### config.mk
export PLATFORM = sky130hd
export DESIGN_NAME = comp_v_int_serial
export DESIGN_NICKNAME = d
export VERILOG_FILES = /design/src/rtl/comp_v_int_serial.sv
export SDC_FILE = /design/constraint.sdc
export NUM_CORES = 1
export LEC_CHECK = 0
export ABC_AREA = 1
export BUFFER_PORTS_ARGS = -buffer_cell sky130_fd_sc_hd__buf_2
export CORE_MARGIN = 1
export CORE_UTILIZATION = 40
export DETAILED_ROUTE_END_ITERATION = 8
export PLACE_DENSITY = 0.75
export REMOVE_ABC_BUFFERS = 1
export SETUP_SLACK_MARGIN = 0.5
export SLEW_MARGIN = 20
export SYNTH_ARGS = -nofsm -noshare
export SYNTH_HDL_FRONTEND = slang
export SYNTH_SLANG_ARGS = --single-unit
### constraint.sdc
create_clock -name clk -period 1.6 [get_ports clk]
set_input_delay 0.16 -clock clk [delete_from_list [all_inputs] [get_ports clk]]
set_output_delay 0.16 -clock clk [all_outputs]
set_load 0.02 [all_outputs]
### src/rtl/comp_v_int_serial.sv
// comp_v_int_serial: slice-serial integer residual stage of the online divider.
// Forms v = w - q in redundant (plus/minus) form, CHUNK bits per cycle, LSB
// slice first. Once the sums are complete, it compares (v_plus - v_minus)
// against +/-THRESH to select the next signed quotient digit.
// Optional build macro COMP_V_INT_OUT_REG_EN adds one output register stage
// after the compare. This raises latency from NSLICE+1 to NSLICE+2 cycles.
module comp_v_int_serial #(
  parameter int UPPER_WIDTH = 6,
  parameter int CHUNK       = 2,
  parameter int THRESH      = 1
) (
  input  logic                   clk,
  input  logic                   asyn_reset,
  input  logic                   start,
  input  logic [UPPER_WIDTH-1:0] w_plus_int,
  input  logic [UPPER_WIDTH-1:0] w_minus_int,
  input  logic [UPPER_WIDTH-1:0] q_plus_int,
  input  logic [UPPER_WIDTH-1:0] q_minus_int,
  input  logic                   cin_one,
  input  logic                   cin_two,
  output logic                   busy,
  output logic                   done,
  output logic [UPPER_WIDTH-1:0] v_plus_int,
  output logic [UPPER_WIDTH-1:0] v_minus_int,
  output logic                   cout_one,
  output logic                   cout_two,
  output logic                   digit_plus,
  output logic                   digit_minus,
  output logic                   v_zero
);

  localparam int W      = UPPER_WIDTH;
  localparam int NSLICE = UPPER_WIDTH / CHUNK;
  localparam int CW     = (NSLICE > 1) ? $clog2(NSLICE) : 1;

  localparam logic [CW-1:0]       LAST_SLICE = CW'(NSLICE - 1);
  localparam logic signed [W-1:0] THR_POS    = W'(THRESH);
  localparam logic signed [W-1:0] THR_NEG    = -THR_POS;

  typedef enum logic [1:0] {
    S_IDLE = 2'd0,
    S_ADD  = 2'd1,
    S_CMP  = 2'd2,
    S_OREG = 2'd3
  } state_t;

  state_t state_q, state_d;

  // Captured operands. They shift right one chunk per slice, so the active
  // slice always sits in the low CHUNK bits.
  logic [W-1:0]    wp_q, wm_q, qp_q, qm_q;
  logic            c1_q, c2_q;
  logic [W-1:0]    accp_q, accm_q;
  logic [CW-1:0]   slice_q;

  // Registered results that drive the outputs. They hold until the next done.
  logic [W-1:0]    vp_out_q, vm_out_q;
  logic            co1_out_q, co2_out_q;
  logic            dp_out_q, dm_out_q, vz_out_q;
  logic            done_q;

`ifdef COMP_V_INT_OUT_REG_EN
  logic [W-1:0]    vp_pipe_q, vm_pipe_q;
  logic            co1_pipe_q, co2_pipe_q;
  logic            dp_pipe_q, dm_pipe_q, vz_pipe_q;
`endif

  // Datapath helpers: one slice of each adder, plus the digit compare.
  logic [CHUNK:0]        sum_p, sum_m;
  logic [W+CHUNK-1:0]    accp_ext, accm_ext;
  logic [W-1:0]          accp_next, accm_next;
  logic signed [W-1:0]   diff;
  logic                  cmp_plus, cmp_minus, cmp_zero;

  // Slice adders and the digit compare (pure combinational).
  always_comb begin
    sum_p     = {1'b0, wp_q[CHUNK-1:0]} + {1'b0, qm_q[CHUNK-1:0]} + {{CHUNK{1'b0}}, c1_q};
    sum_m     = {1'b0, wm_q[CHUNK-1:0]} + {1'b0, qp_q[CHUNK-1:0]} + {{CHUNK{1'b0}}, c2_q};
    // New slice enters at the top. After NSLICE shifts, slice 0 lands at the LSBs.
    accp_ext  = {sum_p[CHUNK-1:0], accp_q};
    accm_ext  = {sum_m[CHUNK-1:0], accm_q};
    accp_next = accp_ext[W+CHUNK-1:CHUNK];
    accm_next = accm_ext[W+CHUNK-1:CHUNK];
    diff      = accp_q - accm_q;
    cmp_plus  = (diff >= THR_POS);
    cmp_minus = (diff <  THR_NEG);
    cmp_zero  = (diff == '0);
  end

  // State register.
  always_ff @(posedge clk) begin
    // NOTE: sequential state uses non-blocking (<=) so every register samples pre-edge values.
    if (asyn_reset) state_q <= S_IDLE;
    else            state_q <= state_d;
  end

  // Next-state logic: IDLE -> ADD (NSLICE cycles) -> CMP [-> OREG] -> IDLE.
  always_comb begin
    // NOTE: default first so no path through the case leaves state_d unassigned (no latch).
    state_d = state_q;
    case (state_q)
      S_IDLE: if (start) state_d = S_ADD;
      S_ADD:  if (slice_q == LAST_SLICE) state_d = S_CMP;
`ifdef COMP_V_INT_OUT_REG_EN
      S_CMP:  state_d = S_OREG;
`else
      S_CMP:  state_d = S_IDLE;
`endif
      default: state_d = S_IDLE;
    endcase
  end

  // FSM outputs: busy covers every non-idle state.
  always_comb begin
    busy = (state_q != S_IDLE);
  end

  // Datapath: capture operands, accumulate slices, register the results.
  always_ff @(posedge clk) begin
    if (asyn_reset) begin
      wp_q      <= '0;
      wm_q      <= '0;
      qp_q      <= '0;
      qm_q      <= '0;
      c1_q      <= 1'b0;
      c2_q      <= 1'b0;
      accp_q    <= '0;
      accm_q    <= '0;
      slice_q   <= '0;
      vp_out_q  <= '0;
      vm_out_q  <= '0;
      co1_out_q <= 1'b0;
      co2_out_q <= 1'b0;
      dp_out_q  <= 1'b0;
      dm_out_q  <= 1'b0;
      vz_out_q  <= 1'b0;
      done_q    <= 1'b0;
`ifdef COMP_V_INT_OUT_REG_EN
      vp_pipe_q  <= '0;
      vm_pipe_q  <= '0;
      co1_pipe_q <= 1'b0;
      co2_pipe_q <= 1'b0;
      dp_pipe_q  <= 1'b0;
      dm_pipe_q  <= 1'b0;
      vz_pipe_q  <= 1'b0;
`endif
    end else begin
      done_q <= 1'b0;
      case (state_q)
        S_IDLE: begin
          if (start) begin
            wp_q    <= w_plus_int;
            wm_q    <= w_minus_int;
            qp_q    <= q_plus_int;
            qm_q    <= q_minus_int;
            c1_q    <= cin_one;
            c2_q    <= cin_two;
            accp_q  <= '0;
            accm_q  <= '0;
            slice_q <= '0;
          end
        end
        S_ADD: begin
          accp_q  <= accp_next;
          accm_q  <= accm_next;
          c1_q    <= sum_p[CHUNK];
          c2_q    <= sum_m[CHUNK];
          wp_q    <= wp_q >> CHUNK;
          wm_q    <= wm_q >> CHUNK;
          qp_q    <= qp_q >> CHUNK;
          qm_q    <= qm_q >> CHUNK;
          slice_q <= slice_q + CW'(1);
        end
        S_CMP: begin
`ifdef COMP_V_INT_OUT_REG_EN
          vp_pipe_q  <= accp_q;
          vm_pipe_q  <= accm_q;
          co1_pipe_q <= c1_q;
          co2_pipe_q <= c2_q;
          dp_pipe_q  <= cmp_plus;
          dm_pipe_q  <= cmp_minus;
          vz_pipe_q  <= cmp_zero;
`else
          vp_out_q  <= accp_q;
          vm_out_q  <= accm_q;
          co1_out_q <= c1_q;
          co2_out_q <= c2_q;
          dp_out_q  <= cmp_plus;
          dm_out_q  <= cmp_minus;
          vz_out_q  <= cmp_zero;
          done_q    <= 1'b1;
`endif
        end
        S_OREG: begin
`ifdef COMP_V_INT_OUT_REG_EN
          vp_out_q  <= vp_pipe_q;
          vm_out_q  <= vm_pipe_q;
          co1_out_q <= co1_pipe_q;
          co2_out_q <= co2_pipe_q;
          dp_out_q  <= dp_pipe_q;
          dm_out_q  <= dm_pipe_q;
          vz_out_q  <= vz_pipe_q;
          done_q    <= 1'b1;
`endif
        end
        default: ;
      endcase
    end
  end

  assign done        = done_q;
  assign v_plus_int  = vp_out_q;
  assign v_minus_int = vm_out_q;
  assign cout_one    = co1_out_q;
  assign cout_two    = co2_out_q;
  assign digit_plus  = dp_out_q;
  assign digit_minus = dm_out_q;
  assign v_zero      = vz_out_q;

endmodule
==> key figures, run 1 <==
Timing
  – Worst Max-Slew Pin Slew: 0.360 ns
  – Minimum clock period: 1.58 ns
  – Layout Skew: 0.00492 ns
  – # setup viols final: 0
  – Fmax: 0.635 GHz
  – RSZ-0062 raised after global routing: yes
  – Period utilization: 98.5%
  – Pins over their slew limit: 0
  – Final Hold Violating Endpoints: 0
  – Slew headroom: 75.9%

Hold path
  – Worst Hold Depth: 3
  – Min-delay worst type: input port to flop
  – Hold EP: wm_q[4]
  – Hold Path Origin: w_minus_int[4]

Pwr
  – Max IR drop VDD: 0.595 mV
  – Sequential power share: 47.8%
  – Switch Pwr: 948 µW
  – Pwr dens: 948 nW/µm²
  – Clock network fraction of total power: 34.5%
  – Share of total power in combinational logic: 17.7%
  – P_leak: 0.00159 µW
  – Internal power: 2480 µW
  – Switching Share: 27.6%

Critical path
  – Reg2reg end: digit_plus
  – Critical Path End Type: flop
  – Worst R2R Start: accp_q[0]
  – Worst r2r path cells: 10
  – Data arrival, critical path: 1.80 ns
  – Worst Path Required: 1.83 ns
  – Crit start category: flop
  – Reg2reg setup slack: 0.02 ns
  – CP max FO: 2
  – WS Path Type: flop to flop

Clocking
  – CTS Buffer Depth: 2
  – Root Driver: clkbuf_8
  – Cts bufs inserted: 9
  – Worst-skew pair later-pin latency: 0.34 ns
  – Clock slew at reported path FFs: 0.06 ns
  – CTS tree: done
  – CTS Sinks: 60
  – Hold buffers post-CTS: 0
  – Clock H-tree levels: 3

Placed design
  – Port Buffers: 47
  – DP Cell Count: 438
  – Area after DPL: 2850 µm²
  – Post-DP HPWL: 3500 µm
  – GPL Wtd Cong: 0.812

GRT
  – Total gr overflow: 0
  – Largest net degree at the start of global routing: 36
  – Vias in the first global route: 2168
  – First-pass GRT wire length: 9240 µm
  – Tot GR Track Use: 18.5%
  – Initial antenna violation count: 0

Die
  – Rows: 28
  – Initial Util: 42.5%
  – Die outline area: 6770 µm²
  – Die Width: 82.3 µm
  – Die Ht: 82.3 µm
  – # IOs: 48
  – CORE AREA: 6060 µm²

Finish
  – Design area: 3620 µm²
  – Synth-to-Final Area Change: 40.3%
  – Diode count: 0
  – Post-Layout Cell Count: 467
  – Share of layout cells above drive strength 1: 40.8%
  – Final Net Count: 428

Synth
  – Sequential area share after synthesis: 46.6%
  – Post-synth cell types: 27
  – Post-synthesis area per instance: 7.86 µm²
  – Cell count after synthesis: 328
  – Post-synthesis register bit count: 60
  – Synthesized area: 2580 µm²
  – Synth warn: 0

Drt
  – Drt wl/cell: 13.5 µm
  – Post-Route WL: 6300 µm
  – Detailed Route Iter0 Violations: 122
  – Vias post-DR: 2388
  – Drt via density: 5.11
  – Residual DRC count: 0
  – Post-route antenna net violation count: 0
  – Drt first pass iters: 4

Run
  – Maxcap violations: 0

Run status
  – Outcome: complete, no violations
==> per-layer routing <==
layer	GRT usage, %	routed length [µm]	vias up
li1	-	-	1217
met5	0	0	-
met1	20.4	2820	1095
met3	8.13	341	7
met4	5.61	76	0
met2	32.1	3060	69
==> critical path: stages, from the launching register on <==
cell	delay [ns]
dfxtp_2	0.33
inv_2	0.05
ha_4	0.14
inv_2	0.06
fa_2	0.44
nor2_2	0.11
nand2_1	0.06
nor2_1	0.08
nand2_1	0.07
nand3_1	0.07
nand2_1	0.06
==> state kept, by name, summed over array words and instances (netlist names) <==
| name | flops |
|---|---|
| v_plus_int | 6 |
| state_q | 2 |
| digit_minus | 1 |
| v_zero | 1 |
| qm_q | 6 |
| wp_q | 6 |
| accm_q | 6 |
| slice_q | 2 |
| cout_two | 1 |
| accp_q | 6 |
| qp_q | 6 |
| cout_one | 1 |
| c1_q | 1 |
| v_minus_int | 6 |
| digit_plus | 1 |
| c2_q | 1 |
| wm_q | 6 |
| done | 1 |
==> final cells by class <==
| type | instances | area (µm²) |
|---|---|---|
| fillers | 532 | 2440 |
| multi-input cells | 228 | 1510 |
| flip-flops and latches | 60 | 1220 |
| repair buffers | 65 | 482 |
| clock buffers | 13 | 159 |
| inverters | 22 | 116 |
| well taps | 75 | 93.8 |
| repair inverters | 2 | 22.5 |
| clock inverters | 2 | 10.0 |
==> power groups by stage <==
stage / Clock [µW] / Sequential, µW / Combinational [µW]
CTS: 1210 / 1630 / 441
finish: 1180 / 1640 / 608
floorplan: 0 / 1650 / 271
global placement: 0 / 1650 / 388
global route: 1280 / 1650 / 665
detailed placement: 0 / 1650 / 394
==> repair_timing <==
item,CTS,global route
resized for setup,46,79
endpoints found under the setup margin,56,58
pin swaps,17,13
cloned,2,4
setup buffers,3,5
==> logic make-up after synthesis <==
family	Yosys count	share of synthesized area, %
buffers and inverters	40	7.43
XOR/XNOR	3	1.02
flip-flops	60	46.6
adder cells (fa/ha/maj)	11	6.80
AND/OR/NAND/NOR	115	18.2
AO/OA/AOI/OAI	99	20.0
==> per-stage QoR <==
step	total power (µW)	TNS [ns]	hold WS [ns]	setup WS (ns)	util (%)
6_report	3430	0	0.0697	0.0247	59.7
4_1_cts	3280	0	0.0515	0.0246	52.3
3_5_place_dp	2050	-0.0534	0.417	-0.0486	47.0
2_1_floorplan	1920	-0.260	0.229	-0.0966	-
3_3_place_gp	2040	-0.00282	0.414	-0.00282	47.0
5_1_grt	3590	-0.153	0.0711	-0.0718	59.7
==> layout by cell type (no fill, tap or decap), drive strengths merged <==
cell / synthesis / layout
xnor2: 2 / 2
nand4: 2 / 2
buf: 14 / 61
fa: 5 / 5
xor2: 1 / 1
or2: 1 / 1
a21oi: 50 / 50
clkbuf: 4 / 17
ha: 6 / 6
o21ai: 33 / 33
clkinvlp: 0 / 1
inv: 21 / 21
nand2: 72 / 72
dfxtp: 60 / 60
nor2: 29 / 29
o22ai: 16 / 16
nor3: 1 / 1
clkinv: 1 / 4
nand3: 10 / 10
==> cell usage after synthesis, drive strengths merged <==
cell type | n | area [µm²]
a21oi | 50 | 250
buf | 14 | 88.8
clkbuf | 4 | 16.3
clkinv | 1 | 5.00
dfxtp | 60 | 1200
fa | 5 | 100
ha | 6 | 75.1
inv | 21 | 81.3
nand2 | 72 | 283
nand3 | 10 | 50.1
nand4 | 2 | 12.5
nor2 | 29 | 111
nor3 | 1 | 5.00
o21ai | 33 | 165
o22ai | 16 | 100
or2 | 1 | 6.26
xnor2 | 2 | 17.5
xor2 | 1 | 8.76
==> worst max path at each step <==
stage | from | endpoint | slack (ns) | cells after the start
floorplan | state_q[1] | v_zero | -0.1 | 6
global placement | accp_q[0] | digit_plus | -0.003 | 10
detailed placement | accp_q[0] | digit_plus | -0.05 | 10
CTS | accp_q[0] | digit_plus | 0.02 | 10
global route | accp_q[0] | digit_plus | -0.07 | 10
finish | accp_q[0] | digit_plus | 0.02 | 10
No activity file was read; power rests on OpenSTA's default activity.
==> run 2, diff against run 1 <==
--- a/config.mk
+++ b/config.mk
@@ -12,7 +12,6 @@
 export DETAILED_ROUTE_END_ITERATION = 8
 export PLACE_DENSITY = 0.75
 export REMOVE_ABC_BUFFERS = 1
-export SETUP_SLACK_MARGIN = 0.5
 export SLEW_MARGIN = 20
 export SYNTH_ARGS = -nofsm -noshare
 export SYNTH_HDL_FRONTEND = slang
==> key figures, run 2 (synthesized netlist as in run 1, its figures left out) <==
Drt
  – Drt via density: 4.98
  – Post-Route WL: 5290 µm
  – Post-route antenna net violation count: 0
  – Residual DRC count: 0
  – Drt wl/cell: 11.6 µm
  – Drt first pass iters: 4
  – Vias post-DR: 2268
  – Detailed Route Iter0 Violations: 108

Critical path
  – Crit-path cells: inv_2 -> ha_4 -> inv_2 -> fa_2 -> nor2_2 -> nand2_1 -> nor2_1 -> nand2_1 -> nand3_1 -> nand2_1
  – WS Path Type: flop to flop
  – Slowest-stage cell, CP: fa_2
  – Crit start category: flop
  – CP max FO: 2
  – CP bufs+invs: 2
  – Top delay family on crit path: adder cells
  – Worst Path Required: 1.82 ns
  – Data arrival, critical path: 1.81 ns
  – Critical Path End Type: flop
  – Critical path's largest stage delay: 0.44 ns
  – Most used cell, CP: nand2_1

Run
  – Maxcap violations: 0

Finish
  – Most common cell after layout, fill and taps aside: nand2_1
  – Synth-to-Final Area Change: 20.4%
  – Final Net Count: 416
  – Commonest non-fill, non-tap cells in the layout: nand2_1 (69), dfxtp_1 (58), a21oi_1 (50)
  – Share of layout cells above drive strength 1: 23.4%
  – Area of the multi-input gates: 1250 µm²
  – Fillers: 615
  – Finished Core Util: 51.2%
  – Storage cell area: 1200 µm²
  – Diode count: 0

GRT
  – Initial antenna violation count: 0
  – Tot GR Track Use: 17.5%
  – First-pass GRT wire length: 8780 µm
  – Vias in the first global route: 2073
  – Largest net degree at the start of global routing: 36
  – Total gr overflow: 0

Hold path
  – Min-delay worst type: input port to flop

Clocking
  – Hold buffers post-CTS: 0
  – CTS Sinks: 60
  – Clock slew at reported path FFs: 0.06 ns
  – CTS Buffer Depth: 2
  – CTS tree: done
  – Cts bufs inserted: 9
  – Clock H-tree levels: 3
  – Root Driver: clkbuf_8
  – Worst-skew pair later-pin latency: 0.33 ns

Die
  – Initial Util: 42.5%
  – CORE AREA: 6060 µm²
  – Die Ht: 82.3 µm
  – Die Width: 82.3 µm
  – Die outline area: 6770 µm²
  – # IOs: 48
  – Rows: 28

Pwr
  – Switch Pwr: 830 µW
  – Total chip power: 3200 µW
  – Clock network fraction of total power: 36.4%
  – Sequential power share: 50.7%
  – Max IR drop VDD: 0.592 mV
  – Pwr dens: 1030 nW/µm²
  – Switching Share: 25.9%
  – Share of total power in combinational logic: 12.9%
  – Internal power: 2370 µW
  – P_leak: 0.00139 µW

Timing
  – # setup viols final: 0
  – TNS Setup: 0 ns
  – Fmax: 0.633 GHz
  – Final Hold Violating Endpoints: 0
  – RSZ-0062 raised after global routing: yes
  – Minimum clock period: 1.58 ns
  – Pins over their slew limit: 0
  – Slew headroom: 67.1%
  – Period utilization: 98.8%
  – Layout Skew: 0.00349 ns
  – Worst Max-Slew Pin Slew: 0.492 ns
  – Final setup margin: 0.0193 ns
  – Worst hold slack: 0.0745 ns

Run status
  – Outcome: complete, no violations

Placed design
  – GPL Wtd Cong: 0.812
  – Port Buffers: 47
  – Post-DP HPWL: 3500 µm
  – Post-Place Worst Slack: -0.0486 ns
[run 2: cell types whose count changed in the layout (fill, tap and decap cells not counted), moves of 5 or more]
| cell | previous run | this run |
|---|---|---|
| dfxtp_1 | 51 | 58 |
| nand2_1 | 55 | 69 |
| a21oi_2 | 14 | 0 |
| o22ai_1 | 6 | 16 |
| nand2_2 | 10 | 2 |
| o22ai_2 | 10 | 0 |
| o21ai_2 | 5 | 0 |
| a21oi_1 | 34 | 50 |
| o21ai_1 | 10 | 2 |
| o21ai_0 | 18 | 31 |
[run 2: through the flow]
| stage | cell area, µm² | instances |
|---|---|---|
| 4_1_cts | 3040 | 454 |
| 6_report | 3100 | 455 |
| 2_1_floorplan | 2470 | 310 |
| 3_5_place_dp | 2850 | 438 |
| 3_3_place_gp | 2850 | 438 |
| 5_1_grt | 3100 | 455 |
[run 2: power groups by stage]
stage | logic [µW] | registers (µW) | clock network, µW
global placement | 388 | 1650 | 0
global route | 473 | 1630 | 1280
CTS | 399 | 1620 | 1210
floorplan | 271 | 1650 | 0
detailed placement | 394 | 1650 | 0
finish | 412 | 1620 | 1170
[run 2: path summary, 6_finish.rpt]
check,startpoint,end,slack [ns],cells after the start
max,accp_q[0],digit_plus,0.02,10
min,w_minus_int[4],wm_q[4],0.07,3
max reg2reg,accp_q[0],digit_plus,0.02,10
min reg2reg,slice_q[0],slice_q[0],0.46,1
[run 2: repair_timing]
item	in CTS	in global routing
gates resized for setup	7	9
buffers inserted	1	1
setup endpoints to repair	2	4
pin swaps	5	3
[run 2: area by class of cell]
class	count	area share, %
Inverter	22	2.78
Tap cell	75	3.02
Multi-Input combinational cell	228	40.4
Clock buffer	13	5.12
Timing Repair Buffer	55	9.52
Clock inverter	2	0.323
Sequential cell	60	38.8
[run 2: worst reg2reg max path: stages (launching register included)]
cell	delay [ns]
dfxtp_2	0.33
inv_2	0.05
ha_4	0.15
inv_2	0.06
fa_2	0.44
nor2_2	0.11
nand2_1	0.06
nor2_1	0.08
nand2_1	0.07
nand3_1	0.07
nand2_1	0.06
[run 2: per-layer routing]
layer | track usage, % | vias up | share of wire, %
li1 | - | 1189 | -
met1 | 19.7 | 1001 | 46
met2 | 29.3 | 73 | 46
met3 | 8.13 | 5 | 6.5
met4 | 5.61 | 0 | 0.83
met5 | 0 | - | 0
==> run 3, diff against run 2 <==
--- a/config.mk
+++ b/config.mk
@@ -9,6 +9,7 @@
 export BUFFER_PORTS_ARGS = -buffer_cell sky130_fd_sc_hd__buf_2
 export CORE_MARGIN = 1
 export CORE_UTILIZATION = 40
+export CTS_BUF_LIST = sky130_fd_sc_hd__clkbuf_8
 export DETAILED_ROUTE_END_ITERATION = 8
 export PLACE_DENSITY = 0.75
 export REMOVE_ABC_BUFFERS = 1
==> key figures, run 3 (synthesized netlist as in run 1, its figures left out) <==
Critical path
  – Worst R2R Start: accp_q[0]
  – Worst r2r path cells: 10
  – Crit-path cells: inv_2 -> ha_4 -> inv_2 -> fa_2 -> nor2_2 -> nand2_1 -> nor2_1 -> nand2_1 -> nand3_1 -> nand2_1
  – Data arrival, critical path: 1.81 ns
  – Most used cell, CP: nand2_1
  – WS Path Type: flop to flop
  – CP bufs+invs: 2
  – Reg2reg setup slack: 0.02 ns
  – CP max FO: 2
  – Reg2reg end: digit_plus
  – Top delay family on crit path: adder cells
  – Critical Path End Type: flop
  – Slowest-stage cell, CP: fa_2
  – Crit start category: flop
  – Worst Path Required: 1.83 ns
  – Critical path's largest stage delay: 0.44 ns

Timing
  – # setup viols final: 0
  – Worst Max-Slew Pin Slew: 0.490 ns
  – Minimum clock period: 1.58 ns
  – Slew headroom: 67.2%
  – Worst hold slack: 0.0736 ns
  – TNS Setup: 0 ns
  – Fmax: 0.633 GHz
  – Pins over their slew limit: 0
  – Final Hold Violating Endpoints: 0
  – Final setup margin: 0.0192 ns
  – Period utilization: 98.8%
  – Layout Skew: 0.00353 ns
  – RSZ-0062 raised after global routing: yes

Drt
  – Drt wl/cell: 11.6 µm
  – Post-Route WL: 5300 µm
  – Post-route antenna net violation count: 0
  – Drt first pass iters: 5
  – Vias post-DR: 2273
  – Drt via density: 5.00
  – Residual DRC count: 0
  – Detailed Route Iter0 Violations: 115

Pwr
  – Max IR drop VDD: 0.592 mV
  – Sequential power share: 50.9%
  – Internal power: 2360 µW
  – P_leak: 0.00140 µW
  – Clock network fraction of total power: 36.2%
  – Pwr dens: 1030 nW/µm²
  – Switching Share: 26.1%
  – Share of total power in combinational logic: 12.9%
  – Switch Pwr: 831 µW

Finish
  – Finished Core Util: 51.2%
  – Share of layout cells above drive strength 1: 23.4%
  – Post-Layout Cell Count: 455
  – Commonest non-fill, non-tap cells in the layout: nand2_1 (69), dfxtp_1 (58), a21oi_1 (50)
  – Most common cell after layout, fill and taps aside: nand2_1
  – Final Net Count: 416
  – Synth-to-Final Area Change: 20.4%
  – Diode count: 0

Placed design
  – GPL Wtd Cong: 0.812
  – Port Buffers: 47
  – DP Cell Count: 438
  – Post-Place Worst Slack: -0.0486 ns
  – Post-DP HPWL: 3500 µm

Hold path
  – Hold Path Origin: w_minus_int[4]
  – Hold EP: wm_q[4]
  – Worst Hold Depth: 3
  – Min-delay worst type: input port to flop

Clocking
  – Cts bufs inserted: 9
  – CTS Sinks: 60
  – Worst-skew pair later-pin latency: 0.33 ns
  – Root Driver: clkbuf_8
  – CTS Buffer Depth: 2
  – Clock H-tree levels: 3
  – Clock slew at reported path FFs: 0.06 ns
  – CTS tree: done

Die
  – Die outline area: 6770 µm²
  – Die Ht: 82.3 µm
  – # IOs: 48
  – Rows: 28
  – Die Width: 82.3 µm
  – Initial Util: 42.5%
  – CORE AREA: 6060 µm²

GRT
  – Tot GR Track Use: 17.5%
  – First-pass GRT wire length: 8780 µm
  – Initial antenna violation count: 0
  – Largest net degree at the start of global routing: 36
  – Total gr overflow: 0
  – Vias in the first global route: 2074

Run status
  – Outcome: complete, no violations

Run
  – Maxcap violations: 0
-- run 3: cell count changes in the layout (fill, tap and decap cells not counted) --
cell	before	now
inv_1	17	19
clkbuf_1	2	0
-- run 3: area by class of cell --
cell class / instances / area, µm²
clock inverter: 4 / 17.5
timing repair buffer: 55 / 295
inverter: 22 / 86.3
multi-input combinational: 228 / 1250
clock buffer: 11 / 151
tap: 75 / 93.8
sequential: 60 / 1200
fill: 615 / 2960
-- run 3: power groups by stage --
stage,Sequential [µW],Combinational [µW],Clock (µW)
3_5_place_dp,1650,394,0
6_report,1620,413,1150
2_1_floorplan,1650,271,0
3_3_place_gp,1650,388,0
4_1_cts,1620,399,1200
5_1_grt,1630,473,1270
-- run 3: worst max path at each step --
stage | start | to | cells past startpoint
floorplan | state_q[1] | v_zero | 6
global placement | accp_q[0] | digit_plus | 10
detailed placement | accp_q[0] | digit_plus | 10
CTS | accm_q[0] | digit_plus | 9
global route | accp_q[0] | digit_plus | 10
finish | accp_q[0] | digit_plus | 10
-- run 3: repair_timing --
item	4_1_cts	5_1_grt
setup buffers	1	1
pin swaps	5	3
setup endpoints to repair	2	4
gates resized for setup	7	9
hold buffers	0	0
-- run 3: metrics by stage --
stage	total power, µW	instance area, µm²
floorplan	1920	2470
finish	3190	3100
detailed placement	2050	2850
CTS	3220	3040
global route	3380	3100
global placement	2040	2850
-- run 3: worst min-delay path, delay by kind of cell --
kind,cells,cell delay [ns]
simple gates,1,0.05
buf+inv,1,0.09
compound gates,1,0.05
-- run 3: per-layer routing --
layer  up-vias  global-route usage, %  wire (µm)
met5         -                      0          0
li1       1192                      -          -
met2        73                   29.3       2480
met3         3                   8.13        345
met1      1005                   19.7       2440
met4         0                   5.61         30
